### config.mk
export PLATFORM = sky130hd
export DESIGN_NAME = pipe_hazard_ctrl
export DESIGN_NICKNAME = d
export VERILOG_FILES = /design/src/rtl/pipe_hazard_ctrl.sv
export SDC_FILE = /design/constraint.sdc
export NUM_CORES = 1
export LEC_CHECK = 0
export CORE_MARGIN = 4
export CORE_UTILIZATION = 32
export DETAILED_ROUTE_END_ITERATION = 10
export HOLD_SLACK_MARGIN = 0.15
export MAX_ROUTING_LAYER = met4
export PLACE_DENSITY_LB_ADDON = 0.25
export SYNTH_ARGS = -nofsm -noshare
export SYNTH_HDL_FRONTEND = slang
export SYNTH_SLANG_ARGS = --single-unit
### constraint.sdc
create_clock -name CLK -period 1.7 [get_ports CLK]
set_clock_uncertainty 0.15 [all_clocks]
set_input_delay 0.255 -clock CLK [delete_from_list [all_inputs] [get_ports CLK]]
set_output_delay 0.255 -clock CLK [all_outputs]
set_load 0.1 [all_outputs]
### src/rtl/pipe_hazard_ctrl.sv
// Sequencing controller for the 5-stage MIPS pipeline: stage WEN/flush, PC enable, halt drain.
// Define PIPE_HAZARD_PERF_EN to add the stall/flush/cycle performance counters.
module pipe_hazard_ctrl #(
  parameter int DRAIN_CYCLES = 3
`ifdef PIPE_HAZARD_PERF_EN
  ,
  parameter int CNT_W = 32
`endif
) (
  input  logic       CLK,
  input  logic       RST,
  input  logic       ihit,
  input  logic       dhit,
  input  logic       mem_req,
  input  logic       mem_branch_taken,
  input  logic       id_jump,
  input  logic       id_halt,
  input  logic       idex_memread,
  input  logic [4:0] idex_rt,
  input  logic [4:0] ifid_rs,
  input  logic [4:0] ifid_rt,
  output logic       pc_wen,
  output logic       ifid_wen,
  output logic       ifid_flush,
  output logic       idex_wen,
  output logic       idex_flush,
  output logic       exmem_wen,
  output logic       exmem_flush,
  output logic       memwb_wen,
  output logic       memwb_flush,
  output logic       halt,
  output logic [1:0] dbg_state
`ifdef PIPE_HAZARD_PERF_EN
  ,
  output logic [CNT_W-1:0] stall_cnt,
  output logic [CNT_W-1:0] flush_cnt,
  output logic [CNT_W-1:0] cycle_cnt
`endif
);

  localparam int DW = $clog2(DRAIN_CYCLES + 1);

  typedef enum logic [1:0] {
    ST_RUN    = 2'd0,
    ST_DWAIT  = 2'd1,
    ST_DRAIN  = 2'd2,
    ST_HALTED = 2'd3
  } state_t;

  state_t        state, next_state;
  logic [DW-1:0] drain_cnt, next_cnt;
  logic          freeze, load_use;
  logic          adv_if, adv_id, adv_ex, adv_wb;
  logic          fl_if, fl_id, fl_ex, fl_wb;

  // Once in DWAIT the freeze is held purely on dhit; mem_req is already latched by the stall.
  assign freeze    = (state == ST_DWAIT) ? !dhit : (mem_req && !dhit);
  assign load_use  = idex_memread && (idex_rt != 5'd0) &&
                     ((idex_rt == ifid_rs) || (idex_rt == ifid_rt));
  assign dbg_state = state;

  always_ff @(posedge CLK) begin
    if (RST) begin
      state     <= ST_RUN;
      drain_cnt <= '0;
    end else begin
      state     <= next_state;
      drain_cnt <= next_cnt;
    end
  end

  always_comb begin
    next_state = state;
    next_cnt   = drain_cnt;
    unique case (state)
      ST_RUN, ST_DWAIT: begin
        // The dhit cycle of DWAIT decodes like RUN, so a held HALT is picked up here.
        if (freeze)                next_state = ST_DWAIT;
        else if (mem_branch_taken) next_state = ST_RUN;
        else if (load_use)         next_state = ST_RUN;
        else if (id_halt) begin
          next_state = ST_DRAIN;
          next_cnt   = DW'(DRAIN_CYCLES);
        end else                   next_state = ST_RUN;
      end
      ST_DRAIN: begin
        if (freeze) begin
          next_state = ST_DRAIN;
        end else if (mem_branch_taken) begin
          next_state = ST_RUN;
          next_cnt   = '0;
        end else begin
          next_cnt = drain_cnt - DW'(1);
          if (drain_cnt == DW'(1)) next_state = ST_HALTED;
        end
      end
      default: next_state = ST_HALTED;
    endcase
  end

  always_comb begin
    pc_wen = 1'b1;
    adv_if = 1'b1;
    adv_id = 1'b1;
    adv_ex = 1'b1;
    adv_wb = 1'b1;
    fl_if  = 1'b0;
    fl_id  = 1'b0;
    fl_ex  = 1'b0;
    fl_wb  = 1'b0;
    halt   = 1'b0;
    if (RST) begin
      pc_wen = 1'b0;
      {adv_if, adv_id, adv_ex, adv_wb} = 4'b0000;
      {fl_if, fl_id, fl_ex, fl_wb}     = 4'b1111;
    end else begin
      unique case (state)
        ST_RUN, ST_DWAIT: begin
          if (freeze) begin
            pc_wen = 1'b0;
            {adv_if, adv_id, adv_ex} = 3'b000;
            fl_wb = 1'b1;
          end else if (mem_branch_taken) begin
            {fl_if, fl_id, fl_ex} = 3'b111;
          end else if (load_use) begin
            pc_wen = 1'b0;
            adv_if = 1'b0;
            fl_id  = 1'b1;
          end else if (id_halt) begin
            pc_wen = 1'b0;
            fl_if  = 1'b1;
          end else if (id_jump) begin
            fl_if = 1'b1;
          end else if (!ihit) begin
            pc_wen = 1'b0;
            fl_if  = 1'b1;
          end
        end
        ST_DRAIN: begin
          if (freeze) begin
            pc_wen = 1'b0;
            {adv_if, adv_id, adv_ex} = 3'b000;
            {fl_if, fl_wb} = 2'b11;
          end else if (mem_branch_taken) begin
            {fl_if, fl_id, fl_ex} = 3'b111;
          end else begin
            pc_wen = 1'b0;
            fl_if  = 1'b1;
          end
        end
        default: begin
          pc_wen = 1'b0;
          {adv_if, adv_id, adv_ex, adv_wb} = 4'b0000;
          halt = 1'b1;
        end
      endcase
    end
    ifid_wen    = adv_if && !fl_if;
    ifid_flush  = fl_if;
    idex_wen    = adv_id && !fl_id;
    idex_flush  = fl_id;
    exmem_wen   = adv_ex && !fl_ex;
    exmem_flush = fl_ex;
    memwb_wen   = adv_wb && !fl_wb;
    memwb_flush = fl_wb;
  end

`ifdef PIPE_HAZARD_PERF_EN
  logic live, bj_flush;
  assign live     = (state != ST_HALTED);
  assign bj_flush = live && !freeze &&
                    (mem_branch_taken ||
                     ((state != ST_DRAIN) && !load_use && !id_halt && id_jump));

  always_ff @(posedge CLK) begin
    if (RST) begin
      stall_cnt <= '0;
      flush_cnt <= '0;
      cycle_cnt <= '0;
    end else begin
      if (live && !pc_wen && (stall_cnt != '1)) stall_cnt <= stall_cnt + CNT_W'(1);
      if (bj_flush && (flush_cnt != '1))        flush_cnt <= flush_cnt + CNT_W'(1);
      if (live && (cycle_cnt != '1))            cycle_cnt <= cycle_cnt + CNT_W'(1);
    end
  end
`endif

endmodule

# Yosys cells after proc, flatten, opt, wreduce, memory -nomap -nowiden
# Index checks and enable logic that the tools add are counted.
# classes
eq_ne	11
muxes	56
reduce_logical	19
add_sub_neg	1
# op_table
operator	count
$mux 1	37
$mux 2	13
$eq 5x5->1	2
$ne 2x2->1 const B	5
$pmux 1 s2	4
$pmux 2 s2	2
$logic_and 1x1->1	7
$reduce_and 6->1	1
$logic_not 1->1	5
$reduce_bool 5->1	1
$eq 2x1->1 const B	2
$ne 4x4->1 const B	1
$reduce_or 3->1	1
$eq 2x2->1 const B	1
$logic_not 2->1	1
$reduce_bool 2->1	1
$reduce_or 2->1	1
$sub 2x1->2 const B	1
$logic_or 1x1->1	1
# totals
inputBits	24
output_inout_bits	12
reg_bits	4
word_cells	89

# Longest topological paths before layout
# Gate-level depths: netlist of the first run.
# depth
word_depth	10
mapped_depth	5

# Least setup slack after synthesis of the first run
# Ideal clock, no wire load.
# synth_path
kind	reg-to-output
from	register state[1] (netlist: dbg_state[1])
to	output ifid_wen
slack_ns	-2.219
t_arrival_ns	3.514
stages_incl_launch_ff	6
n_path_buf	1
cell_sequence	dfxtp_1 -> nor2b_1 -> o21bai_1 -> clkbuf_1 -> inv_1 -> a2111oi_2
# synth_between
elab_chain_cells	7
# synth_rtl
item	line_no	source
start, declared	50	state_t state, next_state;
start signal, assigned	67	state <= next_state;
$eq 2x1->1	57, 117	
$mux 1	57	assign freeze = (state == ST_DWAIT) ? !dhit : (mem_req && !dhit);
$mux 1	119	if (freeze) begin
$pmux 1 s2	117	unique case (state)
$mux 1	112	if (RST) begin
$logic_not 1->1	158	ifid_wen = adv_if && !fl_if;
$logic_and 1x1->1 (*)	158	
end, declared	23	output logic ifid_wen,
# Every way passes the cells marked *; elsewhere a longest branch is shown, timed or not.

# Worst setup path in the final report of the first run
# layout_path
from	input idex_rt[2]
to	output idex_wen
# layout_between
elab_chain_cells	10
# layout_rtl
item	line_no	source
start, declared	19	input logic [4:0] idex_rt,
$eq 5x5->1 / $reduce_bool 5->1 (equally long branches)	59, 58	
$logic_or 1x1->1 / $logic_and 1x1->1 (equally long branches)	59, 58	
$logic_and 1x1->1 (*)	58	assign load_use = idex_memread && (idex_rt != 5'd0) &&
$mux 1 (*)	125	end else if (load_use) begin
$mux 1 (*)	123	end else if (mem_branch_taken) begin
$mux 1 (*)	119	
$pmux 1 s2 (*)	117	
$mux 1 (*)	112	
$logic_not 1->1 (*)	160	idex_wen = adv_id && !fl_id;
$logic_and 1x1->1 (*)	160	
end, declared	25	output logic idex_wen,
# Marks and branches as above.

==> results.py, run 1 <==
metrics = {
    "synth": {
        "ys_seq_area_frac": 0.139,
        "synthesis.area_um2": 574,
        "syn_inst": 76,
        "synth_seq_cells": 4,
        "syn_area_per_cell_um2": 7.56,
        "async_flop_share": 0,
        "synth_edf_count": 0,
        "synth_ff_type": "dfxtp_1",
        "yosysWarnings": 0,
        "synth_nets": 101,
        "netlist-cell-type-count": 29,
    },
    "sta": {
        "slew_violations": 0,
        "slew_headroom": 0.748,
        "worst_pin_slew_ns": 0.377,
        "period_minus_slack_ns": 2.17,
        "period_share": 1.28,
        "worst_slack_ns": -0.474,
        "hold_viol": 0,
        "rsz0062_at_grt": "yes",
        "worst_hold_slack_ns": 0.389,
        "setup_viol": 9,
        "max_freq_mhz": 460,
    },
    "final_layout": {
        "final_cell_mix": "26 x buf_4, 13 x buf_12, 10 x dlymetal6s2s_1, 9 x xnor2_1, 9 x buf_6",
        "synthToLayoutAreaGrowth_pct": 176,
        "nets": 171,
        "num_antenna_cells": 0,
        "layout_commonest_cell": "buf_4",
        "drive_above_1_share": 0.576,
    },
    "grt": {
        "grt.overflow.total": 0,
        "grt_max_degree": 12,
        "antenna_found_initial": 0,
        "grt_pass1_vias": 989,
        "grt_pass1_wl_um": 4530,
        "grt_usage": 0.246,
    },
    "routing": {
        "ant_nets": 0,
        "dr.first_iter.drc_count": 14,
        "drtPass1Iterations": 4,
        "viasPerCell": 5.53,
        "drcViolationCount": 0,
        "via_count": 935,
        "routedWlPerCell_um": 19.7,
        "drt_wl_total_um": 3320,
    },
    "floorplan": {
        "initial_utilization": 0.336,
        "die_width_um": 50.4,
        "io_pins": 36,
        "die_y_um": 50.4,
        "row_count": 15,
        "die-area_um2": 2540,
        "core_area_um2": 1710,
    },
    "hold_path": {
        "hold_path.class": "reg2reg",
    },
    "power_and_ir_drop": {
        "ir_worst_vdd_mv": 0.527,
        "p_total_w": 0.000843,
        "leakage_nw": 0.728,
        "p_per_area_nw_per_um2": 532,
    },
    "critical_path": {
        "end_kind": "output pin",
        "cp_num_buf_inv": 2,
        "slowest_stage": "or4_4",
        "cpLargestDelayFamily": "simple AND/OR/NAND/NOR gates",
        "crit_chain": "buf_2 -> or4_4 -> o21ai_4 -> nor2_4 -> a2111oi_4 -> buf_12",
        "path_class": "in2out",
        "r2r_cells": 6,
        "critPathRequiredTime_ns": 1.29,
        "arrival_ns": 1.77,
        "slowest_delay_ns": 0.52,
        "startpoint": "idex_rt[2]",
        "crit_path_end": "idex_wen",
        "rrSetupSlack_ns": 0.09,
        "timing.rr.end": "drain_cnt[0]$_SDFFE_PP0P_",
        "crit_cells": 6,
        "critPathMaxFanout": 4,
        "cp-start-kind": "input port",
        "timing.rr.start": "dbg_state[1]$_SDFFE_PP0P_",
    },
    "status": {
        "violations": "setup timing",
        "status": "finished, violations left",
    },
    "clock_tree": {
        "cts-htree-levels": 1,
        "clk_pin_slew_worst_paths_ns": 0.04,
        "clk_path_buf_depth": 2,
        "cts.sinks": 4,
        "cts_inserted_buffers": 3,
        "ctsHoldBuffers": 0,
        "cts_tree": "built",
        "clk_latency_ns": 0.25,
        "ctsRootBufferMaster": "clkbuf_4",
    },
    "placed_design": {
        "hpwlAfterDp_um": 1990,
        "io_buffers": 35,
        "finalWeightedCongestion": 0.898,
    },
    "run": {
        "max-cap-violations": 0,
    },
}
-- synth_stat cells, types with 2 or more instances --
master	instances	area (um^2)
inv_1	4	15.0
a2111oi_2	2	30.0
a31o_2	3	26.3
xnor2_1	10	87.6
nand3_1	2	10.0
nand4b_1	2	17.5
nor2_1	5	18.8
a21oi_1	5	25.0
nand2b_1	3	18.8
o211ai_1	2	15.0
o21bai_1	2	15.0
nand3b_1	2	15.0
a211oi_1	4	30.0
clkbuf_1	3	11.3
a21o_1	2	15.0
nor2b_1	3	18.8
nand2_1	4	15.0
nor3_1	4	20.0
dfxtp_1	4	80.1
-- per-layer routing --
| layer | wire length (um) | up-vias | GRT usage |
|---|---|---|---|
| met5 | 0 | - | - |
| met4 | 137 | 0 | 0.112 |
| met3 | 179 | 11 | 0.0386 |
| met2 | 1710 | 49 | 0.467 |
| met1 | 1300 | 452 | 0.242 |
| li1 | - | 423 | - |
-- how the worst min path moves through the flow --
stage,start,endpoint,slack [ns],cells after the start
final,drain_cnt[1]$_SDFFE_PP0P_,drain_cnt[1]$_SDFFE_PP0P_,0.39,2
after global routing,drain_cnt[1]$_SDFFE_PP0P_,drain_cnt[1]$_SDFFE_PP0P_,0.43,2
after CTS,drain_cnt[1]$_SDFFE_PP0P_,drain_cnt[1]$_SDFFE_PP0P_,0.38,2
after detailed placement,drain_cnt[1]$_SDFFE_PP0P_,drain_cnt[1]$_SDFFE_PP0P_,0.37,2
after global placement,drain_cnt[1]$_SDFFE_PP0P_,drain_cnt[1]$_SDFFE_PP0P_,0.37,2
after floorplan,RST,drain_cnt[1]$_SDFFE_PP0P_,0.26,2
-- where the power goes --
part	total, W	internal [W]	switching, W
combinational	0.000603	0.000268	0.000335
clock	0.000128	0.0000795	0.0000486
sequential	0.000112	0.000103	0.00000914
total	0.000843	0.000451	0.000392
-- state kept, by name (all words and copies together) (netlist names) --
register	cells
drain_cnt	2
dbg_state	2
-- kinds of logic after synthesis --
group	share of synthesized area
AOI/OAI and AO/OA	0.342
DFF	0.139
adders and majority gates	0.0218
xor gates and xnor gates	0.152
buffers and inverters	0.0544
and+or+nand+nor	0.290
-- timing repair --
action / CTS / global route
endpoints found under the hold margin: 0 / 0
setup buffers: 4 / 0
gates cloned: 0 / 0
gates resized for setup: 46 / 20
setup endpoints to repair: 13 / 13
pin swaps: 14 / 12
-- worst min-delay path, cell delays in order (launching register included) --
cell and delay, ns:
dfxtp_1 0.32, a21oi_1 0.12, a211oi_1 0.06
-- stage by stage --
step                      cell area, um^2  TNS (ns)   util  instances  setup slack [ns]
after floorplan                       667     -4.92      -         76             -1.22
after global placement               1380     -6.37  0.809        163            -0.823
after CTS                            1520     -2.82  0.887        169            -0.544
after detailed placement             1380     -6.77  0.809        163            -0.862
after global routing                 1590     -3.13  0.928        169            -0.514
final                                1590     -2.81  0.928        169            -0.474
-- cell type report --
type	instances	area, um^2
sequential	4	87.6
fill	57	123
tap	25	31.3
clock buffer	3	22.5
timing repair buffer	69	777
inverter	4	17.5
multi-input combinational	64	649
Note: power is estimated with default switching activity, not from simulation.
==> run 2, diff against run 1 <==
--- a/config.mk
+++ b/config.mk
@@ -13,2 +13,3 @@
 export PLACE_DENSITY_LB_ADDON = 0.25
+export SKIP_CTS_REPAIR_TIMING = 1
 export SYNTH_ARGS = -nofsm -noshare
--- a/constraint.sdc
+++ b/constraint.sdc
@@ -4,2 +4,2 @@
 set_output_delay 0.255 -clock CLK [all_outputs]
-set_load 0.1 [all_outputs]
+set_load 0.05 [all_outputs]
==> results.py, run 2 (same netlist as run 1, synthesis figures left out) <==
metrics = {
    "sta": {
        "slew_headroom": 0.782,
        "hold_viol": 0,
        "worst_pin_slew_ns": 0.326,
        "period_minus_slack_ns": 2.25,
        "max_freq_mhz": 445,
        "period_share": 1.32,
        "setup_viol": 10,
        "worst_slack_ns": -0.545,
        "rsz0062_at_grt": "yes",
        "slew_violations": 0,
    },
    "floorplan": {
        "row_count": 15,
        "die_y_um": 50.4,
        "die-area_um2": 2540,
        "initial_utilization": 0.336,
        "die_width_um": 50.4,
        "io_pins": 36,
        "core_area_um2": 1710,
    },
    "status": {
        "violations": "setup timing",
        "status": "finished, violations left",
    },
    "critical_path": {
        "worst_path_most_repeated_cell": "buf_4",
        "end_kind": "output pin",
        "path_class": "in2out",
        "slowest_delay_ns": 0.54,
        "critPathRequiredTime_ns": 1.29,
        "slowest_stage": "or4_4",
        "arrival_ns": 1.84,
        "critPathMaxFanout": 3,
        "crit_chain": "buf_6 -> or4_4 -> o21ai_4 -> nor2_4 -> buf_4 -> buf_4 -> a31o_4 -> buf_12",
        "cp-start-kind": "input port",
    },
    "routing": {
        "via_count": 900,
        "drtPass1Iterations": 4,
        "drt_wl_total_um": 2870,
        "drcViolationCount": 0,
        "routedWlPerCell_um": 16.8,
        "viasPerCell": 5.26,
        "dr.first_iter.drc_count": 13,
        "ant_nets": 0,
    },
    "grt": {
        "grt-busiest-layer": "met2",
        "grt_usage": 0.199,
        "use_met3": 0.0623,
        "grt.overflow.total": 0,
        "grt.met2_usage": 0.370,
        "global_route.usage.met1": 0.195,
        "grt_max_degree": 12,
        "grt_pass1_wl_um": 3840,
        "grt_pass1_vias": 925,
        "antenna_found_initial": 0,
    },
    "final_layout": {
        "nets": 172,
        "num_antenna_cells": 0,
        "synthToLayoutAreaGrowth_pct": 166,
        "layout_commonest_cell": "buf_4",
        "final_cell_mix": "29 x buf_4, 10 x xnor2_1, 10 x clkdlybuf4s50_1, 10 x dlymetal6s2s_1, 10 x buf_12",
        "drive_above_1_share": 0.548,
    },
    "clock_tree": {
        "cts_tree": "built",
        "cts.sinks": 4,
        "clk_latency_ns": 0.25,
        "clk_path_buf_depth": 2,
        "ctsRootBufferMaster": "clkbuf_4",
        "clk_pin_slew_worst_paths_ns": 0.03,
        "cts_inserted_buffers": 3,
        "cts-htree-levels": 1,
    },
    "placed_design": {
        "io_buffers": 35,
        "pre_cts_ws_ns": -0.751,
        "hpwlAfterDp_um": 1870,
        "finalWeightedCongestion": 0.819,
    },
    "run": {
        "max-cap-violations": 0,
    },
    "power_and_ir_drop": {
        "p_total_w": 0.000742,
        "leakage_nw": 0.698,
        "ir_worst_vdd_mv": 0.595,
        "p_per_area_nw_per_um2": 486,
    },
    "hold_path": {
        "hold_path.class": "reg2reg",
    },
}
run 2: cell count changes in the layout (fill, tap and decap cells not counted), sizes merged:
cell	delta
clkdlybuf4s15	-1
clkbuf	+4
dlygate4sd2	-8
clkdlybuf4s50	+9
buf	-2
run 2: per-stage QoR:
step | area (um^2) | utilization | setup TNS [ns] | std cells | hold slack (ns)
after floorplan | 651 | - | -1.82 | 76 | 0.260
after global placement | 1350 | 0.792 | -5.95 | 163 | 0.387
after detailed placement | 1350 | 0.792 | -6.04 | 163 | 0.389
after CTS | 1380 | 0.807 | -5.29 | 167 | 0.395
after global routing | 1530 | 0.893 | -3.63 | 171 | 0.419
final | 1530 | 0.893 | -3.08 | 171 | 0.401
run 2: where the power goes:
part	total [W]	internal (W)	switching (W)
logic	0.000495	0.000259	0.000236
registers	0.000111	0.000103	0.00000859
clock network	0.000136	0.0000886	0.0000470
run 2: area by class of cell:
type / instances / area, um^2
Clock buffer: 4 / 26.3
Fill cell: 74 / 183
Inverter: 4 / 15.0
Multi-Input combinational cell: 64 / 597
Sequential cell: 4 / 87.6
Tap cell: 25 / 31.3
Timing Repair Buffer: 70 / 768
run 2: worst max-delay path: cells and delay by family:
family | cells | cell delay (ns)
AOI/OAI and AO/OA | 2 | 0.46
and+or+nand+nor | 2 | 0.62
buffers and inverters | 4 | 0.50
run 2: worst paths after layout:
| kind | cells after the start | endpoint | start | slack, ns |
|---|---|---|---|---|
| setup / recovery | 8 | idex_flush | idex_rt[2] | -0.55 |
| hold / removal | 2 | drain_cnt[1]$_SDFFE_PP0P_ | drain_cnt[1]$_SDFFE_PP0P_ | 0.40 |
| setup reg to reg | 6 | dbg_state[0]$_SDFFE_PP0P_ | dbg_state[0]$_SDFFE_PP0P_ | 0.11 |
| hold reg to reg | 2 | drain_cnt[1]$_SDFFE_PP0P_ | drain_cnt[1]$_SDFFE_PP0P_ | 0.40 |
run 2: layer usage:
| layer | routed length [um] | up-vias | share of wire |
|---|---|---|---|
| met2 | 1620 | 36 | 0.56 |
| met5 | 0 | - | 0 |
| met4 | 62 | 0 | 0.022 |
| met1 | 1050 | 432 | 0.36 |
| li1 | - | 426 | - |
| met3 | 143 | 6 | 0.050 |
==> run 3, diff against run 2 <==
Settings changed: HOLD_SLACK_MARGIN 0.15 to unset.
==> results of run 3 <==
No change in the layout: final DEF, timing and power equal those of run 2.
